--- config.mk ---
export PLATFORM = sky130hd
export DESIGN_NAME = mem_arbiter
export DESIGN_NICKNAME = d
export VERILOG_FILES = /design/src/rtl/mem_arbiter.sv
export SDC_FILE = /design/constraint.sdc
export NUM_CORES = 1
export LEC_CHECK = 0
export BUFFER_PORTS_ARGS = -buffer_cell sky130_fd_sc_hd__buf_4
export CAP_MARGIN = 20
export CORE_AREA = 2 2 114 116
export DETAILED_ROUTE_END_ITERATION = 10
export DIE_AREA = 0 0 116 118
export GPL_TIMING_DRIVEN = 1
export PLACE_DENSITY = 0.82
export SLEW_MARGIN = 15
export SYNTH_ARGS = -nofsm -noshare
export SYNTH_HDL_FRONTEND = slang
export SYNTH_SLANG_ARGS = --single-unit
--- constraint.sdc ---
create_clock -name clk -period 6.3 [get_ports clk]
set_input_delay 0.945 -clock clk [delete_from_list [all_inputs] [get_ports clk]]
set_output_delay 0.945 -clock clk [all_outputs]
set_load 0.005 [all_outputs]
--- src/rtl/mem_arbiter.sv ---
`default_nettype none
// ============================================================================
// Module   : mem_arbiter
// Purpose  : Shares one fixed-latency unified instruction/data memory between
//            the multicycle CPU (port C) and the DMA/program-loader (port D).
//            Every access runs IDLE -> ACCESS (MEM_LAT cycles) -> DONE.
//            When both ports request at once, arbitration is round-robin.
// Ports    : clk, reset               clock, synchronous active-high reset
//            c_req/c_we/c_addr/c_wd   CPU request, held until c_ready
//            c_ready, c_rd            CPU completion pulse, registered read data
//            d_*                      same set for the DMA port
//            m_en, m_we               memory enable / single-cycle write strobe
//            m_addr, m_wd             latched address / write data of grantee
//            m_rd                     memory read data (valid in last ACCESS cycle)
// Revision : 1.0 - initial release
// ============================================================================
module mem_arbiter #(
  parameter int AW      = 32,
  parameter int DW      = 32,
  parameter int MEM_LAT = 2
) (
  input  logic          clk,
  input  logic          reset,
  // CPU port
  input  logic          c_req,
  input  logic          c_we,
  input  logic [AW-1:0] c_addr,
  input  logic [DW-1:0] c_wd,
  output logic          c_ready,
  output logic [DW-1:0] c_rd,
  // DMA port
  input  logic          d_req,
  input  logic          d_we,
  input  logic [AW-1:0] d_addr,
  input  logic [DW-1:0] d_wd,
  output logic          d_ready,
  output logic [DW-1:0] d_rd,
  // Memory side
  output logic          m_en,
  output logic          m_we,
  output logic [AW-1:0] m_addr,
  output logic [DW-1:0] m_wd,
  input  logic [DW-1:0] m_rd
);

  typedef enum logic [1:0] {
    ST_IDLE   = 2'd0,
    ST_ACCESS = 2'd1,
    ST_DONE   = 2'd2
  } state_t;

  localparam logic       PORT_C   = 1'b0;
  localparam logic       PORT_D   = 1'b1;
  // Counter is loaded so that it reaches zero in the MEM_LAT-th ACCESS cycle.
  localparam logic [3:0] CNT_INIT = 4'(MEM_LAT - 1);

  state_t          state_q;
  logic [3:0]      cnt_q;
  logic            gnt_q;
  logic            last_q;
  logic            we_q;
  logic            c_ready_q;
  logic            d_ready_q;
  logic [DW-1:0]   c_rd_q;
  logic [DW-1:0]   d_rd_q;
  logic            m_en_q;
  logic            m_we_q;
  logic [AW-1:0]   m_addr_q;
  logic [DW-1:0]   m_wd_q;

  logic            any_req_d;
  logic            gnt_d;

  // Port chosen if a grant happens this cycle. On a tie the port that did not
  // win last time goes first, so neither port waits more than one access.
  always_comb begin
    any_req_d = c_req | d_req;
    gnt_d     = PORT_C;
    if (c_req && d_req) begin
      gnt_d = ~last_q;
    end else if (d_req) begin
      gnt_d = PORT_D;
    end
  end

  always_ff @(posedge clk) begin
    if (reset) begin
      state_q   <= ST_IDLE;
      cnt_q     <= 4'd0;
      gnt_q     <= PORT_C;
      last_q    <= PORT_D;
      we_q      <= 1'b0;
      c_ready_q <= 1'b0;
      d_ready_q <= 1'b0;
      c_rd_q    <= '0;
      d_rd_q    <= '0;
      m_en_q    <= 1'b0;
      m_we_q    <= 1'b0;
      m_addr_q  <= '0;
      m_wd_q    <= '0;
    end else begin
      // Ready and write strobe are single-cycle pulses by construction.
      c_ready_q <= 1'b0;
      d_ready_q <= 1'b0;
      m_we_q    <= 1'b0;

      case (state_q)
        ST_IDLE: begin
          if (any_req_d) begin
            gnt_q  <= gnt_d;
            last_q <= gnt_d;
            // Requester inputs are captured once here and never looked at
            // again until the next IDLE cycle.
            if (gnt_d == PORT_D) begin
              m_addr_q <= d_addr;
              m_wd_q   <= d_wd;
              we_q     <= d_we;
              m_we_q   <= d_we;
            end else begin
              m_addr_q <= c_addr;
              m_wd_q   <= c_wd;
              we_q     <= c_we;
              m_we_q   <= c_we;
            end
            m_en_q  <= 1'b1;
            cnt_q   <= CNT_INIT;
            state_q <= ST_ACCESS;
          end
        end

        ST_ACCESS: begin
          if (cnt_q == 4'd0) begin
            m_en_q  <= 1'b0;
            state_q <= ST_DONE;
            if (gnt_q == PORT_D) begin
              d_ready_q <= 1'b1;
              if (!we_q) begin
                d_rd_q <= m_rd;
              end
            end else begin
              c_ready_q <= 1'b1;
              if (!we_q) begin
                c_rd_q <= m_rd;
              end
            end
          end else begin
            cnt_q <= cnt_q - 4'd1;
          end
        end

        ST_DONE: begin
          state_q <= ST_IDLE;
        end

        default: begin
          m_en_q  <= 1'b0;
          state_q <= ST_IDLE;
        end
      endcase
    end
  end

  assign c_ready = c_ready_q;
  assign d_ready = d_ready_q;
  assign c_rd    = c_rd_q;
  assign d_rd    = d_rd_q;
  assign m_en    = m_en_q;
  assign m_we    = m_we_q;
  assign m_addr  = m_addr_q;
  assign m_wd    = m_wd_q;

endmodule
`default_nettype wire

After elaboration in Yosys (flattened, before gate mapping)
Index checks and enable logic that the tools add are counted.
{"block": "word_totals", "output_inout_bits": 132, "reg_bits": 141, "elab_cells": 56}
{"block": "op_classes", "bitwise": 9, "n_eq_ne": 5, "mux": 16, "n_reduce_logical": 12, "add_sub_neg": 1}
{"cell": "2-to-1 mux 32 bit", "count": 2}
{"cell": "2-to-1 mux 4 bit", "count": 2}
{"cell": "inverter 1 bit", "count": 8}
{"cell": "one-hot mux 4 bit (2 select lines)", "count": 1}
{"cell": "AND reduction 4 bit", "count": 2}
{"cell": "2-to-1 mux 1 bit", "count": 7}
{"cell": "inequality test 2 bit (second input constant)", "count": 3}
{"cell": "AND reduction 3 bit", "count": 2}
{"cell": "OR reduction 3 bit", "count": 2}
{"cell": "logical NOT 4 bit", "count": 1}
{"cell": "2-to-1 mux 2 bit", "count": 2}
{"cell": "one-hot mux 2 bit (2 select lines)", "count": 1}
{"cell": "AND reduction 2 bit", "count": 2}
{"cell": "subtractor 4 x 1 -> 4 bit (second input constant)", "count": 1}
{"cell": "one-hot mux 1 bit (3 select lines)", "count": 1}
{"cell": "== test 2 x 1 -> 1 bit (second input constant)", "count": 1}
{"cell": "== test 2 bit (second input constant)", "count": 1}
{"cell": "logical NOT 2 bit", "count": 1}
{"cell": "nonzero test 2 bit", "count": 1}
{"cell": "logical AND 1 bit", "count": 1}
{"cell": "bitwise OR 1 bit", "count": 1}

Logic depth before layout (Yosys ltp)
{"block": "logic_depth", "depth_word": 3, "mapped_depth": 8, "ltp_nobuf": 5}

Least setup slack after synthesis
OpenSTA, ideal clock, no wires.
{"block": "synth_path", "kind": "in2reg", "from": "input d_req", "to": "register m_wd_q[22], in the netlist m_wd[22]", "cell_stages": 5, "setup_slack_ns": 4.052, "arrival_time_ns": 2.177, "t_required_ns": 6.230, "cell_sequence": "or2_2 a21oi_1 clkbuf_1 buf_1 o2bb2ai_1"}
{"block": "synth_between", "elab_chain_cells": 3, "elab_cells_between_ends": 6}
{"item": "start: declaration", "line_no": "32", "text": "input logic d_req,"}
{"item": "2-to-1 mux 1 bit or logical AND 1 bit (tied branches)", "line_no": "81, 79"}
{"item": "2-to-1 mux 1 bit", "line_no": "79", "text": "if (c_req && d_req) begin"}
{"item": "2-to-1 mux 32 bit", "line_no": "114", "text": "if (gnt_d == PORT_D) begin"}
{"item": "end signal: assignment", "line_no": "116", "text": "m_wd_q <= d_wd;"}
{"item": "end signal: assignment", "line_no": "121", "text": "m_wd_q <= c_wd;"}
{"item": "end: declaration", "line_no": "69", "text": "logic [DW-1:0] m_wd_q;"}
Parallel ways exist; a longest one is shown, timed or not.
A chain may end at the register's enable or synchronous reset.

Final worst setup path
{"block": "layout_path", "from": "input c_req", "to": "register m_addr_q[30], in the netlist m_addr[30]"}
{"block": "layout_between", "elab_chain_cells": 3, "elab_cells_between_ends": 5}
{"item": "start: declaration", "line_no": "25", "text": "input logic c_req,"}
{"item": "logical AND 1 bit", "line_no": "79"}
{"item": "2-to-1 mux 1 bit", "line_no": "79"}
{"item": "2-to-1 mux 32 bit", "line_no": "114"}
{"item": "end signal: assignment", "line_no": "115", "text": "m_addr_q <= d_addr;"}
{"item": "end signal: assignment", "line_no": "120", "text": "m_addr_q <= c_addr;"}
{"item": "end: declaration", "line_no": "68", "text": "logic [AW-1:0] m_addr_q;"}
Parallel ways exist; a longest one is shown, timed or not.

==> qor.yml <==
die_area_sq_mm: 0.0137
ys_seq_elements: 141
grt_remaining_overflow: 0
required_ns: 6.56
wirelength_um: 16300
slowest_delay_ns: 0.83
netlist_area_sq_mm: 0.00555
hold_class: "reg -> reg"
drv_cap: 0
crit_path_max_fanout: 62
end_kind: "register"
post_drt_via_cell_ratio: 5.04
netlist_top_cells_area: "dfxtp_1 51%, mux2i_1 23%, o2bb2ai_1 10%"
slew_violations: 0
clk-insertion-delay-late_ns: 0.41
leakage_nw: 3.94
cts_sinks: 141
setup_ws_ns: 3.98
busiest_layer: "met2"
reg2reg_from: "cnt_q[0]$_SDFFE_PP0P_"
hold_ws_ns: 0.460
synth-simple-area-share: 0.0926
place_ws_ns: 3.59
synth-xor-area-share: 0
slew_headroom: 0.299
start_util: 0.447
synth.area.mux_share: 0.233
portBuffers: 297
power_density_mw_per_mm2: 289
die-width_um: 116
start_kind: "input pin"
async_flop_share: 0
grt_usage: 0.234
ys_top_cells_by_count: "141 x dfxtp_1, 129 x mux2i_1, 98 x nand2_1"
antenna_found_initial: 0
cts_made_buffers: 17
synthAdderAreaFrac: 0.00451
use_met3: 0.0865
die_h_um: 118
drive_above_1_share: 0.419
finalInstanceArea_sq_mm: 0.00846
synth_nets: 688
synth_top_area_frac: 0.508
grt_pass1_vias: 5123
path_clk_slew_ns: 0.06
grt_first_pass_wirelength_um: 25200
yosysTopAreaCell: "dfxtp_1"
startpoint: "c_req"
ys_warn_count: 0
wl_per_cell_um: 16.6
ir_drop_v: 0.000139
fin_nets: 969
cts_htree_levels: 4
gp_congestion: 0.815
r2r_slack_ns: 3.99
postCtsSetupBuffers: 0
yosysUniqueCellTypes: 33
status: "finished, final reports clean"
synth.most_common_cell: "dfxtp_1"
tightest_slew_ns: 1.05
num_rows: 41
hp-start: "d_rd[18]$_SDFFE_PP0P_"
path_common_cell: "buf_4"
crit_slowest_cell: "buf_4"
pin_count: 298
grt_setup_unrepaired: "false"
dp_hpwl_um: 12000
grtUsageMet1: 0.265
clk_path_buf_depth: 2
cts_tree: "yes"
cts-root-buf: "clkbuf_16"
netlist_instances: 520
ctsHoldBuffers: 0
postSynth.topFlopCell: "dfxtp_1"
core_sq_mm: 0.0124
drc_errors: 0
crit_type: "in -> reg"
multi_input_area_sq_mm: 0.00254
crit_chain: "buf_4 > a21boi_4 > buf_4 > mux2i_1 > o2bb2ai_1"
period_share: 0.369
finalSetupTns_ns: 0
cts_resized: 0
grt_start_max_net_pins: 100
dr.pass1.iters: 6
syn_avg_cell_area_sq_um: 10.7
fmax_mhz: 430
n_antenna_cell: 0
power_mw: 2.44
finalSetupViolCount: 0
synth_compound_gate_area_share: 0.120
initialDrtViolationCount: 272
synth-edff-count: 0
ff_latch_area_sq_mm: 0.00282
hold_viol: 0
syn_to_final_growth_pct: 52.4
skew_ns: 0.00678
synth_top_family_by_area: "multiplexers"
dpl_cell_area_sq_mm: 0.00787
vias: 4963
ys_seq_area_frac: 0.508
antenna_left: 0
crit_arrival_ns: 2.59
fin_crit_ns: 2.32
grt_use_met2: 0.395
fillers: 957
## cells by family (layout without fill, tap and decap cells)
group | Yosys count | count (layout)
flops | 141 | 141
mux | 129 | 129
simple gates | 120 | 120
compound gates | 82 | 82
buf+inv | 46 | 338
fa+ha+maj | 2 | 2
## area by class of cell
| cell class | count | share of cell area |
|---|---|---|
| inverter | 5 | 0.00222 |
| clock buffer | 23 | 0.0565 |
| timing repair buffer | 303 | 0.269 |
| clock inverter | 7 | 0.0133 |
| tap | 172 | 0.0254 |
| multi-input combinational | 333 | 0.300 |
| sequential | 141 | 0.334 |
## worst max-delay path: cells and delay by family
kind | cells | cell delay, ns
muxes | 1 | 0.31
AOI/OAI and AO/OA | 2 | 0.31
buffers and inverters | 2 | 0.96
## per-layer routing
metal	share of wire	up-vias
met1	0.40	2307
met5	0	-
met2	0.49	207
li1	-	2420
met4	0.024	0
met3	0.088	29
## state kept, by name (all words and copies together), names as in the netlist, 2 cells and up
| name | cells |
|---|---|
| cnt_q | 4 |
| m_addr | 32 |
| state_q | 2 |
| c_rd | 32 |
| m_wd | 32 |
| d_rd | 32 |
## worst paths after layout
check,end,cells past startpoint
worst max-delay path,m_addr[30]$_SDFFE_PP0P_,5
worst min-delay path,d_rd[18]$_SDFFE_PP0P_,2
worst max register to register,d_rd[30]$_SDFFE_PP0P_,5
worst min register to register,d_rd[18]$_SDFFE_PP0P_,2
## per-stage QoR
| step | utilization | instances |
|---|---|---|
| 2_1_floorplan | - | 520 |
| 3_3_place_gp | 0.634 | 954 |
| 3_5_place_dp | 0.634 | 954 |
| 4_1_cts | 0.682 | 984 |
| 5_1_grt | 0.682 | 984 |
| 6_report | 0.682 | 984 |
## placed cells by master, fill, tap and decap left out, drive strengths merged
master,instances
a211oi,1
a21boi,1
a21oi,7
a31o,1
a31oi,1
and3,1
buf,303
bufinv,3
clkbuf,23
clkinv,3
clkinvlp,1
dfxtp,141
ha,2
inv,5
mux2i,129
nand2,98
nand2b,2
nand3,1
nor2,3
nor3,1
nor3b,1
nor4,5
o21ai,5
o2bb2ai,65
o31ai,1
or2,2
or3,1
or3b,1
or4,4
## power breakdown
part | switching [mW] | total [mW] | internal [mW] | leakage [nW]
Combinational | 0.190 | 0.423 | 0.234 | 2.50
Sequential | 0.0469 | 1.02 | 0.970 | 1.15
Clock | 0.356 | 1.00 | 0.648 | 0.289
Total | 0.593 | 2.44 | 1.85 | 3.94
Note: power is estimated with default switching activity, not from simulation.
